File: config.mk
export PLATFORM = sky130hd
export DESIGN_NAME = fetch_stage
export DESIGN_NICKNAME = d
export VERILOG_FILES = /design/src/rtl/fetch_pkg.sv /design/src/rtl/fetch_buffer.sv /design/src/rtl/fetch_stage.sv
export SDC_FILE = /design/constraint.sdc
export NUM_CORES = 1
export LEC_CHECK = 0
export ABC_AREA = 1
export CAP_MARGIN = 0
export CORE_ASPECT_RATIO = 1.1
export CORE_UTILIZATION = 55
export DETAILED_ROUTE_END_ITERATION = 10
export GPL_TIMING_DRIVEN = 0
export PLACE_DENSITY_LB_ADDON = 0.25
export SLEW_MARGIN = 40
export SYNTH_ARGS = -nofsm -noshare
export SYNTH_HDL_FRONTEND = slang
export SYNTH_SLANG_ARGS = --single-unit
export TNS_END_PERCENT = 50
File: constraint.sdc
create_clock -name clk -period 26.4 [get_ports clk]
set_input_delay 3.96 -clock clk [delete_from_list [all_inputs] [get_ports clk]]
set_output_delay 3.96 -clock clk [all_outputs]
set_load 0.005 [all_outputs]
File: src/rtl/fetch_pkg.sv
// -----------------------------------------------------------------------------
// fetch_pkg
// Shared definitions for the fetch stage and the decode stage that consumes
// the IF/ID register: instruction width, the canonical NOP, the buffered
// fetch entry type and the base opcode constants used by decode.
// -----------------------------------------------------------------------------
package fetch_pkg;

    localparam int INSTR_W = 32;
    localparam int PC_W    = 64;

    // addi x0, x0, 0 -- what IF/ID carries whenever it holds no instruction
    localparam logic [INSTR_W-1:0] NOP_INSTR = 32'h00000013;

    // Major opcodes (instr[6:0]) shared with decode / immediate generation
    localparam logic [6:0] OPC_LOAD   = 7'b0000011;
    localparam logic [6:0] OPC_OP_IMM = 7'b0010011;
    localparam logic [6:0] OPC_AUIPC  = 7'b0010111;
    localparam logic [6:0] OPC_STORE  = 7'b0100011;
    localparam logic [6:0] OPC_OP     = 7'b0110011;
    localparam logic [6:0] OPC_LUI    = 7'b0110111;
    localparam logic [6:0] OPC_BRANCH = 7'b1100011;
    localparam logic [6:0] OPC_JALR   = 7'b1100111;
    localparam logic [6:0] OPC_JAL    = 7'b1101111;
    localparam logic [6:0] OPC_SYSTEM = 7'b1110011;

    // One fetched instruction together with the address it came from
    typedef struct packed {
        logic [PC_W-1:0]    pc;
        logic [INSTR_W-1:0] instr;
    } fetch_entry_t;

    function automatic logic [6:0] opcode_of(input logic [INSTR_W-1:0] instr);
        return instr[6:0];
    endfunction

endpackage

File: src/rtl/fetch_buffer.sv
// -----------------------------------------------------------------------------
// fetch_buffer
// Small synchronous in-order FIFO of fetch_entry_t between the instruction
// memory response and the IF/ID register. DEPTH must be a power of two >= 2.
//
// Ports:
//   clk, reset     rising-edge clock, synchronous active-high reset
//   push/push_data write one entry at the tail
//   pop            retire the head entry (head is valid whenever !empty)
//   clear          discard all entries; wins over a push in the same cycle
//   head           current head entry
//   count          number of entries held (0..DEPTH)
//   full, empty    occupancy flags
// -----------------------------------------------------------------------------
module fetch_buffer
    import fetch_pkg::*;
#(
    parameter int DEPTH = 2
) (
    input  logic                   clk,
    input  logic                   reset,
    input  logic                   push,
    input  fetch_entry_t           push_data,
    input  logic                   pop,
    input  logic                   clear,
    output fetch_entry_t           head,
    output logic [$clog2(DEPTH):0] count,
    output logic                   full,
    output logic                   empty
);

    localparam int PTR_W = $clog2(DEPTH);
    localparam int CNT_W = PTR_W + 1;

    fetch_entry_t     mem [DEPTH];
    logic [PTR_W-1:0] wr_ptr;
    logic [PTR_W-1:0] rd_ptr;
    logic [CNT_W-1:0] count_q;

    // Pointers wrap naturally because DEPTH is a power of two. A push and a
    // pop together on a full buffer is fine: the head is read before the
    // edge and the freed slot is overwritten at the edge.
    always_ff @(posedge clk) begin
        if (reset || clear) begin
            wr_ptr  <= '0;
            rd_ptr  <= '0;
            count_q <= '0;
        end else begin
            if (push) begin
                wr_ptr <= wr_ptr + PTR_W'(1);
            end
            if (pop) begin
                rd_ptr <= rd_ptr + PTR_W'(1);
            end
            case ({push, pop})
                2'b10:   count_q <= count_q + CNT_W'(1);
                2'b01:   count_q <= count_q - CNT_W'(1);
                default: count_q <= count_q;
            endcase
        end
    end

    // Storage carries no reset; only the pointers decide what is live
    always_ff @(posedge clk) begin
        if (push && !clear && !reset) begin
            mem[wr_ptr] <= push_data;
        end
    end

    assign head  = mem[rd_ptr];
    assign count = count_q;
    assign full  = (count_q == CNT_W'(DEPTH));
    assign empty = (count_q == '0);

endmodule

File: src/rtl/fetch_stage.sv
// -----------------------------------------------------------------------------
// fetch_stage
// Instruction-fetch stage: owns the PC, issues word-aligned requests to
// instruction memory under a credit limit, queues returned words in order and
// drives the IF/ID pipeline register. Supports EX redirect and hazard-unit
// stall/flush. XLEN must not exceed 64.
//
// Optional feature: define FETCH_PERF_CNT_EN to add perf_bubble_cnt and
// perf_redirect_cnt (saturating 32-bit counters).
//
// Ports:
//   clk, reset                       clock, synchronous active-high reset
//   imem_req_valid/ready/addr        fetch request handshake and address
//   imem_resp_valid/data             in-order response words
//   redirect_valid/redirect_pc       taken branch/jump from EX
//   id_stall, id_flush               hazard-unit hold / squash of IF/ID
//   if_id_valid/pc/instr             IF/ID pipeline register
//   perf_bubble_cnt/redirect_cnt     (FETCH_PERF_CNT_EN only)
// -----------------------------------------------------------------------------
module fetch_stage
    import fetch_pkg::*;
#(
    parameter int              XLEN      = 64,
    parameter logic [XLEN-1:0] RESET_PC  = '0,
    parameter int              BUF_DEPTH = 2
) (
    input  logic               clk,
    input  logic               reset,
    output logic               imem_req_valid,
    input  logic               imem_req_ready,
    output logic [XLEN-1:0]    imem_req_addr,
    input  logic               imem_resp_valid,
    input  logic [INSTR_W-1:0] imem_resp_data,
    input  logic               redirect_valid,
    input  logic [XLEN-1:0]    redirect_pc,
    input  logic               id_stall,
    input  logic               id_flush,
    output logic               if_id_valid,
    output logic [XLEN-1:0]    if_id_pc,
    output logic [INSTR_W-1:0] if_id_instr
`ifdef FETCH_PERF_CNT_EN
    ,
    output logic [31:0]        perf_bubble_cnt,
    output logic [31:0]        perf_redirect_cnt
`endif
);

    localparam int PTR_W = $clog2(BUF_DEPTH);
    localparam int CNT_W = PTR_W + 1;
    localparam logic [CNT_W:0] CREDITS = (CNT_W + 1)'(BUF_DEPTH);

    logic [XLEN-1:0]  pc;
    logic [CNT_W-1:0] outstanding;
    logic [CNT_W-1:0] drop;

    // PCs of accepted requests, consumed one per response (dropped or not)
    logic [XLEN-1:0]  pcq [BUF_DEPTH];
    logic [PTR_W-1:0] pcq_wr;
    logic [PTR_W-1:0] pcq_rd;

    fetch_entry_t     resp_entry;
    fetch_entry_t     buf_head;
    logic [CNT_W-1:0] buf_count;
    logic             buf_full;
    logic             buf_empty;
    logic             buf_push;
    logic             buf_pop;

    logic issue;
    logic resp_keep;
    logic load;
    logic bypass;

    // Credit rule: in-flight plus buffered words never exceed the buffer, so
    // every response is guaranteed a slot. No request in a redirect cycle.
    always_comb begin
        imem_req_valid = !reset && !redirect_valid &&
                         (({1'b0, outstanding} + {1'b0, buf_count}) < CREDITS);
        imem_req_addr  = pc;
        issue          = imem_req_valid && imem_req_ready;

        resp_keep      = imem_resp_valid && (drop == '0) && !redirect_valid;
        resp_entry.pc    = PC_W'(pcq[pcq_rd]);
        resp_entry.instr = imem_resp_data;

        // A fresh word skips the buffer when IF/ID can take it directly
        load     = !id_flush && !id_stall;
        bypass   = load && buf_empty && resp_keep;
        buf_push = resp_keep && !bypass;
        buf_pop  = load && !buf_empty;
    end

    fetch_buffer #(
        .DEPTH(BUF_DEPTH)
    ) u_buf (
        .clk      (clk),
        .reset    (reset),
        .push     (buf_push),
        .push_data(resp_entry),
        .pop      (buf_pop),
        .clear    (redirect_valid),
        .head     (buf_head),
        .count    (buf_count),
        .full     (buf_full),
        .empty    (buf_empty)
    );

    // On redirect every request still in flight belongs to the old path;
    // one arriving in the redirect cycle itself is discarded right away.
    always_ff @(posedge clk) begin
        if (reset) begin
            pc          <= RESET_PC;
            outstanding <= '0;
            drop        <= '0;
            pcq_wr      <= '0;
            pcq_rd      <= '0;
        end else begin
            if (redirect_valid) begin
                pc <= {redirect_pc[XLEN-1:2], 2'b00};
            end else if (issue) begin
                pc <= pc + XLEN'(4);
            end

            case ({issue, imem_resp_valid})
                2'b10:   outstanding <= outstanding + CNT_W'(1);
                2'b01:   outstanding <= outstanding - CNT_W'(1);
                default: outstanding <= outstanding;
            endcase

            if (redirect_valid) begin
                drop <= imem_resp_valid ? outstanding - CNT_W'(1) : outstanding;
            end else if (imem_resp_valid && (drop != '0)) begin
                drop <= drop - CNT_W'(1);
            end

            if (issue) begin
                pcq_wr <= pcq_wr + PTR_W'(1);
            end
            if (imem_resp_valid) begin
                pcq_rd <= pcq_rd + PTR_W'(1);
            end
        end
    end

    always_ff @(posedge clk) begin
        if (issue) begin
            pcq[pcq_wr] <= pc;
        end
    end

    // IF/ID: reset > flush > stall > load (buffer head, else bypass, else bubble)
    always_ff @(posedge clk) begin
        if (reset || id_flush) begin
            if_id_valid <= 1'b0;
            if_id_pc    <= '0;
            if_id_instr <= NOP_INSTR;
        end else if (!id_stall) begin
            if (!buf_empty) begin
                if_id_valid <= 1'b1;
                if_id_pc    <= buf_head.pc[XLEN-1:0];
                if_id_instr <= buf_head.instr;
            end else if (resp_keep) begin
                if_id_valid <= 1'b1;
                if_id_pc    <= pcq[pcq_rd];
                if_id_instr <= imem_resp_data;
            end else begin
                if_id_valid <= 1'b0;
                if_id_pc    <= '0;
                if_id_instr <= NOP_INSTR;
            end
        end
    end

`ifdef FETCH_PERF_CNT_EN
    // Saturating counters: bubbles loaded on a normal load cycle, redirects
    always_ff @(posedge clk) begin
        if (reset) begin
            perf_bubble_cnt   <= '0;
            perf_redirect_cnt <= '0;
        end else begin
            if (load && buf_empty && !resp_keep && (perf_bubble_cnt != '1)) begin
                perf_bubble_cnt <= perf_bubble_cnt + 32'd1;
            end
            if (redirect_valid && (perf_redirect_cnt != '1)) begin
                perf_redirect_cnt <= perf_redirect_cnt + 32'd1;
            end
        end
    end
`endif

    // Protocol violations by the memory side
    always @(posedge clk) begin
        if (!reset) begin
            assert (!(imem_resp_valid && (outstanding == '0)));
            assert (!(buf_push && buf_full && !buf_pop));
        end
    end

endmodule

Word-level counts from Yosys, hierarchy flattened. Memory sizes are Yosys's and may differ from the RTL's. A register that Yosys moved wholly into a read port is not among the register bits. Cells that the tools add are included. W data, S select, Z words.

Register bits after elaboration: 171. Bits in latches: 0. RAM bits: 320. Memory bits (read-only): 0. Bits of input ports: 103. Memories kept: 2.

$add $sub $neg: 11. $mul: 0. Divide/modulo/power cells: 0. $lt $le $gt $ge: 1. Eq/ne operators: 4. Shift-type cells: 0. Mux-type cells: 21. Bitwise gates (word level): 0. Reductions and logical operators: 29.

Memory list: u_buf.mem (depth 2, width 96, rd ports 1, clocked after memory_dff 1, wr ports 1, line fetch_buffer.sv:35) `fetch_entry_t mem [DEPTH];`; pcq (depth 2, width 64, rd ports 1, clocked after memory_dff 1, wr ports 1, line fetch_stage.sv:57) `logic [XLEN-1:0] pcq [BUF_DEPTH];`.

Operators with widths (number): $mux W64 (4); $add A64 B3 Y64 const B (1); $mux W32 (2); $logic_and A1 B1 Y1 (13); $mux W1 (10); $reduce_bool A2 Y1 (5); $pmux W2 S2 (2); $logic_not A1 Y1 (6); $mux W2 (3); $sub A2 B1 Y2 const B (3); $add A1 B1 Y1 const B (4); $add A2 B1 Y2 const B (2); $eq A2 B1 Y1 const B (2); $eq A2 B2 Y1 const B (2); $logic_not A2 Y1 (2); $add A2 B2 Y3 (1); $lt A3 B2 Y1 const B (1); $logic_or A1 B1 Y1 (2); $reduce_or A2 Y1 (1).

Depth between registers and ports, before layout. Gate-level depths: netlist of run 1.

Word-level depth: 10. Mapped depth: 12. Gate-level depth less buffers: 12.

Cells and area by module. A second synthesis of run 1 with hierarchy kept.

Cells, all modules: 1907. Area total of the unflattened synthesis: 20846.2 sq um.

By module, submodules not included: fetch_stage (times used 1, cells an instance 1573, area each 13484.2 sq um); fetch_buffer (times used 1, cells an instance 334, area each 7362.1 sq um).

Least setup slack after synthesis of run 1. No wires, ideal clock.

Kind: input -> register. Start: input port redirect_valid. End: memory u_buf.mem[1][0] in the netlist's numbering (enable). Library setup time: 0.662 ns. Arrival time: 10.891 ns. Setup slack: 14.847 ns. Stages: 6. Cell sequence: buf_4 -> inv_2 -> nand3_2 -> inv_1 -> o31ai_2 -> nor3_1.

Longest elaborated chain between the ends: 9.

Ends and longest elaborated chain: from (decl) (line fetch_stage.sv:34) `input logic redirect_valid,`; $logic_not A1 Y1 (*) (line fetch_buffer.sv:65, fetch_stage.sv:82); $logic_and A1 B1 Y1 (line fetch_stage.sv:82) `resp_keep = imem_resp_valid && (drop == '0) && !redirect_valid;`; $logic_and A1 B1 Y1 (line fetch_stage.sv:88) `bypass = load && buf_empty && resp_keep;`; $logic_not A1 Y1 (line fetch_stage.sv:89) `buf_push = resp_keep && !bypass;`; $logic_and A1 B1 Y1 (line fetch_stage.sv:89); $logic_and A1 B1 Y1 (*) (2 in a row) (line fetch_buffer.sv:65) `if (push && !clear && !reset) begin`; $mux W1 (*) (line fetch_buffer.sv:65); $mux W1 (not written as such) (*) (line fetch_buffer.sv:66) `mem[wr_ptr] <= push_data;`; to (decl) (line fetch_buffer.sv:35).

Mark *: on every way between the ends. The rest lies on a longest branch, timed or not.

Worst setup path after layout of run 1.
Start: input port reset. End: output port imem_req_valid.

Longest elaborated chain between the ends: 3.

Ends and longest elaborated chain: from (decl) (line fetch_stage.sv:28) `input logic reset,`; $logic_not A1 Y1 (line fetch_stage.sv:77) `imem_req_valid = !reset && !redirect_valid &&`; $logic_and A1 B1 Y1 (2 in a row) (line fetch_stage.sv:77); to (decl) (line fetch_stage.sv:29) `output logic imem_req_valid,`.

No other way between the ends.

==> results.md, run 1 <==
- Status: finished clean
- Worst EP arrival: 5.39 ns
- CTS tree: done
- Cts repair resizes: 0
- Initial antenna violation count: 0
- Ys flop type: edfxtp_1
- Post-synthesis instance total: a little over 2000
- Final nets: roughly 2500
- Hold/Removal Path Class: flip-flop to flip-flop
- Final period utilization: roughly 35%
- Root buf cell: clkbuf_16
- Max-cap violations: 0
- Crit path kind: primary input to output port
- Area leader, netlist: edfxtp_1
- RSZ-0062 raised after global routing: no
- CTS max path bufs: 3
- Pins Over Slew Limit: 0
- Setup Buffers After CTS: 0
- Crit Path Max Fanout: 6
- Crit-path slowest cell: clkdlybuf4s50_1
- Num CTS Buffers: 47
- Synth Cell Area: between 20000 and 25000 um2
- Final setup TNS: 0 ns
- Synth top area cells: edfxtp_1, dfxtp_1, nand2_1
- VDD IR max: 0.0501 mV
- Synth top cells by count: nand2_1, edfxtp_1, nor2_1
- Mean Syn Cell Area: 9.95 um2
- CP Capture Type: output port
- PortBufs: approximately 260
- First-pass GRT wire length: just over 90000 um
- Placer Congestion: approximately 0.97
- Total gr overflow: 0
- Cts hold-fix bufs: 0
- Share of the synthesized area in the top cell type: 46.2%
- Post-synth EDFFs: around 310
- Total power: 1.68 mW
- CP Cell Sequence: clkdlybuf4s50_1, nor2_4, nand2_1, inv_1, clkdlybuf4s50_1
- First-pass DRT Iterations: 5
- DRC viols: 0
- Setup crit start kind: primary input
- Distinct cells, synth: 39
- Wirelength, routed: 59500 um
- Clock transition at path regs: 0.06 ns
- Starting DRC count in detailed routing: between 1500 and 2000
- Total global-route track usage: 32.1%
- Delay of the slowest critical-path stage: 0.51 ns
- Die height: ~200 um
- Initial core utilization: between 50% and 60%
- Register area share after synthesis: between 60 and 70%
- DR vias/cell: between 5 and 6
- Worst-margin pin slew: roughly 0.73 ns
- Async SR Flop Fraction: 0%
- Final Worst Setup Slack: between 15 and 20 ns
- Antenna Nets Post-Route: 0
- Pin count of the biggest net entering global routing: 21
- Pre-CTS WS: around 17 ns
- Relative slew slack: between 50% and 60%
- Die X: between 150 and 200 um
- Share of cells above drive strength 1: between 10% and 20%
- Row cnt: between 70 and 80
- IO Pins: between 200 and 300
- P&R area growth vs syn: 25.4%
- Ant. Diodes: 0
- Synth Register Bits: 481
- Setup Viol. Count Final: 0
- DIE AREA: 37600 um2
- H-Tree Depth: 2
- Yosys warns: 0
- Clock skew: 0.0204 ns
- Peak Freq: roughly 0.11 GHz
- Vias in the first global route: around 16000
- Via count: 16494
- Core area: roughly 36000 um2
- Critical Path Most Common Cell: clkdlybuf4s50_1
- Critical Path RT: between 20 and 25 ns
- Top-count cell post-synth: nand2_1
- Final core utilization: a little over two thirds
- Hpwl dp: about 43000 um
- Clk sink count: a little under 500
- Crit path time final: between 9 and 10 ns
- Static Leak: 8.94 nW
- Clock Latency Late Sink: 0.57 ns
- Final hold viol count: 0
- DR WL/cell: 20.4 um
- Power Density: between 60 and 70 nW/um2
[power breakdown]
part           switching, mW  leakage, nW  internal [mW]
logic                 0.0759         3.92         0.0639
registers             0.0236         4.23          0.824
clock network          0.286        0.791          0.406
total                  0.385         8.94           1.29
[layout by cell type, fill, tap and decap left out, types with 7 or more instances in the layout]
cell and instances:
xor2_1 18, nand3_1 63, mux2_2 62, dfxtp_1 169, inv_1 130, buf_4 30
o21ai_1 16, clkbuf_16 48, nor2_4 8, buf_2 46, a21oi_1 69, xnor2_1 7
a211oi_1 15, clkinv_2 8, nand2_1 403, o21ai_0 225, clkdlybuf4s50_1 257, clkbuf_1 66
o211ai_1 11, clkbuf_8 11, a31oi_1 89, nor2_1 285, edfxtp_1 312, inv_2 11
[worst max-delay path, delay by kind of cell]
kind	cells	cell delay (ns)
buffers and inverters	3	1.13
AND/OR/NAND/NOR	2	0.30
[through the flow]
step	std cells	cell area [um2]	hold slack, ns
after floorplan	2042	20300	0.425
after detailed placement	2822	23800	0.446
after global routing	2910	25400	0.488
final	2910	25400	0.467
after global placement	2786	23500	0.436
after CTS	2910	25400	0.466
[final cells by class]
cell class | instances | area [um2]
Inverter | 145 | 546
Tap cell | 487 | 609
Clock inverter | 20 | 224
Buffer | 106 | 489
Multi-Input combinational cell | 1310 | 6530
Sequential cell | 481 | 12800
Fill cell | 2649 | 10800
Clock buffer | 68 | 1390
Timing Repair Buffer | 293 | 2890
[cell families after synthesis]
family	Yosys count	share of synthesized area, %
muxes	62	3.44
buffers and inverters	251	5.10
xor gates and xnor gates	25	1.08
DFF	481	62.9
other	1	0.0185
adders and majority gates	5	0.346
AOI/OAI and AO/OA	428	11.5
and+or+nand+nor	786	15.6
[sequential cells by signal, summed over array words and instances (netlist names), named ones only]
register and count:
u_buf.mem 188, pcq 124, if_id_pc 62, imem_req_addr 62
if_id_instr 32, drop 2, outstanding 2, u_buf.count 2
if_id_valid 1, pcq_rd 1, pcq_wr 1, u_buf.rd_ptr 1
u_buf.wr_ptr 1
[layer usage]
metal / wire length (um) / global-route usage [%] / vias to the layer above
li1: - / - / 7651
met1: 23600 / 41.7 / 7838
met2: 28200 / 53.1 / 873
met3: 4810 / 3.89 / 132
met4: 2810 / 15.7 / 0
met5: 0 / 0 / -
[final timing paths]
check,cells after the start,slack [ns],end,from
worst max-delay path,5,17.05,imem_req_valid,reset
worst min-delay path,1,0.47,u_buf.rd_ptr,u_buf.rd_ptr
worst max register to register,10,23.57,u_buf.mem[0][91],drop[0]
worst min register to register,1,0.47,u_buf.rd_ptr,u_buf.rd_ptr
Power figures use the tool's default switching activity.
==> run 2: changes to the inputs <==
--- a/config.mk
+++ b/config.mk
@@ -8,7 +8,7 @@
 export ABC_AREA = 1
 export CAP_MARGIN = 0
 export CORE_ASPECT_RATIO = 1.1
-export CORE_UTILIZATION = 55
+export CORE_UTILIZATION = 50
 export DETAILED_ROUTE_END_ITERATION = 10
 export GPL_TIMING_DRIVEN = 0
 export PLACE_DENSITY_LB_ADDON = 0.25
==> constraint.sdc (replaced) <==
create_clock -name clk -period 8.05 [get_ports clk]
set_input_delay 1.2075 -clock clk [delete_from_list [all_inputs] [get_ports clk]]
set_output_delay 1.2075 -clock clk [all_outputs]
set_load 0.005 [all_outputs]
==> results.md, run 2 (same netlist as run 1, synthesis figures left out) <==
- CP Cell Sequence: clkdlybuf4s50_1, buf_2, clkbuf_1, nor3_2, buf_2, buf_4, buf_4, buf_4, buf_2, buf_2
- Starting DRC count in detailed routing: 1445
- Status: finished clean
- Wirelength, routed: between 60000 and 70000 um
- Power Density: 215 nW/um2
- Final hold viol count: 0
- CP Capture Type: flip-flop
- Final nets: ~2500
- Max-cap violations: 0
- Crit path kind: primary input to flip-flop
- Pins Over Slew Limit: 0
- Peak Freq: 0.256 GHz
- P&R area growth vs syn: 25.5%
- Fin area: between 20000 and 30000 um2
- Pre-CTS WS: around 3.5 ns
- Die X: 194 um
- Total gr overflow: 0
- Cts repair resizes: 0
- Most common cell after layout, fill and taps aside: nand2_1
- H-Tree Depth: 2
- Crit-path slowest cell: nor3_2
- Critical path's top delay family: buffers and inverters
- Worst hold stages: 1
- RSZ-0062 raised after global routing: no
- Worst-margin pin slew: about 0.77 ns
- Biggest regs: u_buf.mem (188), pcq (124)
- Row cnt: between 70 and 80
- Root buf cell: clkbuf_16
- Max FFs per register: between 150 and 200
- Setup Buffers After CTS: 0
- Clk sink count: roughly 480
- Delay of the slowest critical-path stage: about 0.60 ns
- R2R depth: 12
- Hpwl dp: roughly 44000 um
- DR WL/cell: around 21 um
- Initial core utilization: between 50% and 60%
- DR vias/cell: 5.52
- Clock skew: between 0.01 and 0.015 ns
- Setup Viol. Count Final: 0
- Pin count of the biggest net entering global routing: 19
- Via count: between 15000 and 20000
- Final core utilization: 63.5%
- Relative slew slack: 48.6%
- CTS tree: done
- First-pass DRT Iterations: 8
- R2R setup slack: 4.96 ns
- Antenna Nets Post-Route: 0
- Die height: about 210 um
- Crit Reg-Reg Startpoint: drop[1]
- Placer Congestion: 0.955
- Clock transition at path regs: roughly 0.06 ns
- VDD IR max: around 0.15 mV
- Sum of buffers and inverters on the critical path: 9
- Placed inst area: 23900 um2
- Hold/Removal Path Class: flip-flop to flip-flop
- Worst EP arrival: about 4.2 ns
- CTS max path bufs: 3
- Most frequent cells in the layout: nand2_1, edfxtp_1, nor2_1, clkdlybuf4s50_1, o21ai_0
- Static Leak: around 8.9 nW
- Total global-route track usage: a little under 30%
- Vias in the first global route: 15911
- DIE AREA: ~41000 um2
- Cts hold-fix bufs: 0
- Initial antenna violation count: 0
- Num CTS Buffers: 48
- IO Pins: 265
- Core area: between 40000 and 50000 um2
- Ant. Diodes: 0
- Final Worst Setup Slack: slightly above 4 ns
- Worst Hold Launch: u_buf.rd_ptr
- Clock Latency Late Sink: between 0.5 and 0.6 ns
- Final period utilization: 48.5%
- Critical Path RT: 8.30 ns
- Crit path time final: approximately 3.9 ns
- Share of cells above drive strength 1: about a tenth
- First-pass GRT wire length: approximately 91000 um
- R2r endpoint: u_buf.mem[0][72]
- Fill count: 3191
- DRC viols: 0
- Crit Path Max Fanout: 10
- Critical Path Most Common Cell: buf_2
- Biggest register: u_buf.mem
- PortBufs: 257
- Setup crit start kind: primary input
run 2: power by group:
part	internal (mW)	total [mW]	switching, mW
Combinational	0.211	0.457	0.246
Sequential	2.70	2.78	0.0804
Clock	1.30	2.23	0.931
Total	4.21	5.47	1.26
run 2: worst max path at each step:
stage / start / end / slack (ns) / depth (start not counted)
after floorplan: redirect_valid / u_buf.mem[1][0] / -0.75 / 6
after global placement: reset / u_buf.mem[0][89] / -5.36 / 4
after detailed placement: imem_resp_valid / u_buf.mem[0][78] / 3.54 / 11
after CTS: reset / u_buf.mem[0][69] / 4.10 / 10
after global routing: imem_resp_valid / u_buf.mem[0][72] / 3.97 / 11
final: reset / u_buf.mem[0][72] / 4.14 / 10
run 2: metal layers:
metal	share of wire (%)	global-route usage [%]	up-vias	wire (um)
li1	-	-	7674	-
met1	41	36.5	7735	24600
met2	48	49.8	661	29200
met3	6.3	3.82	136	3780
met4	4.5	13.0	0	2700
met5	0	0	-	0
run 2: final cells by class:
cell class	instances	area [um2]	area share (%)
repair buffers	295	2940	11.5
plain buffers	106	489	1.92
clock buffers	71	1390	5.46
flip-flops and latches	481	12800	50.1
well taps	513	642	2.52
clock inverters	17	175	0.688
multi-input cells	1310	6530	25.6
inverters	145	546	2.14
run 2: through the flow:
stage,TNS [ns],instances,hold WS [ns],power [mW]
after floorplan,-141.05,2042,0.425,3.03
after global placement,-1003.39,2812,0.437,3.27
after detailed placement,0,2850,0.442,3.29
after CTS,0,2938,0.453,5.49
after global routing,0,2938,0.493,5.64
final,0,2938,0.458,5.47
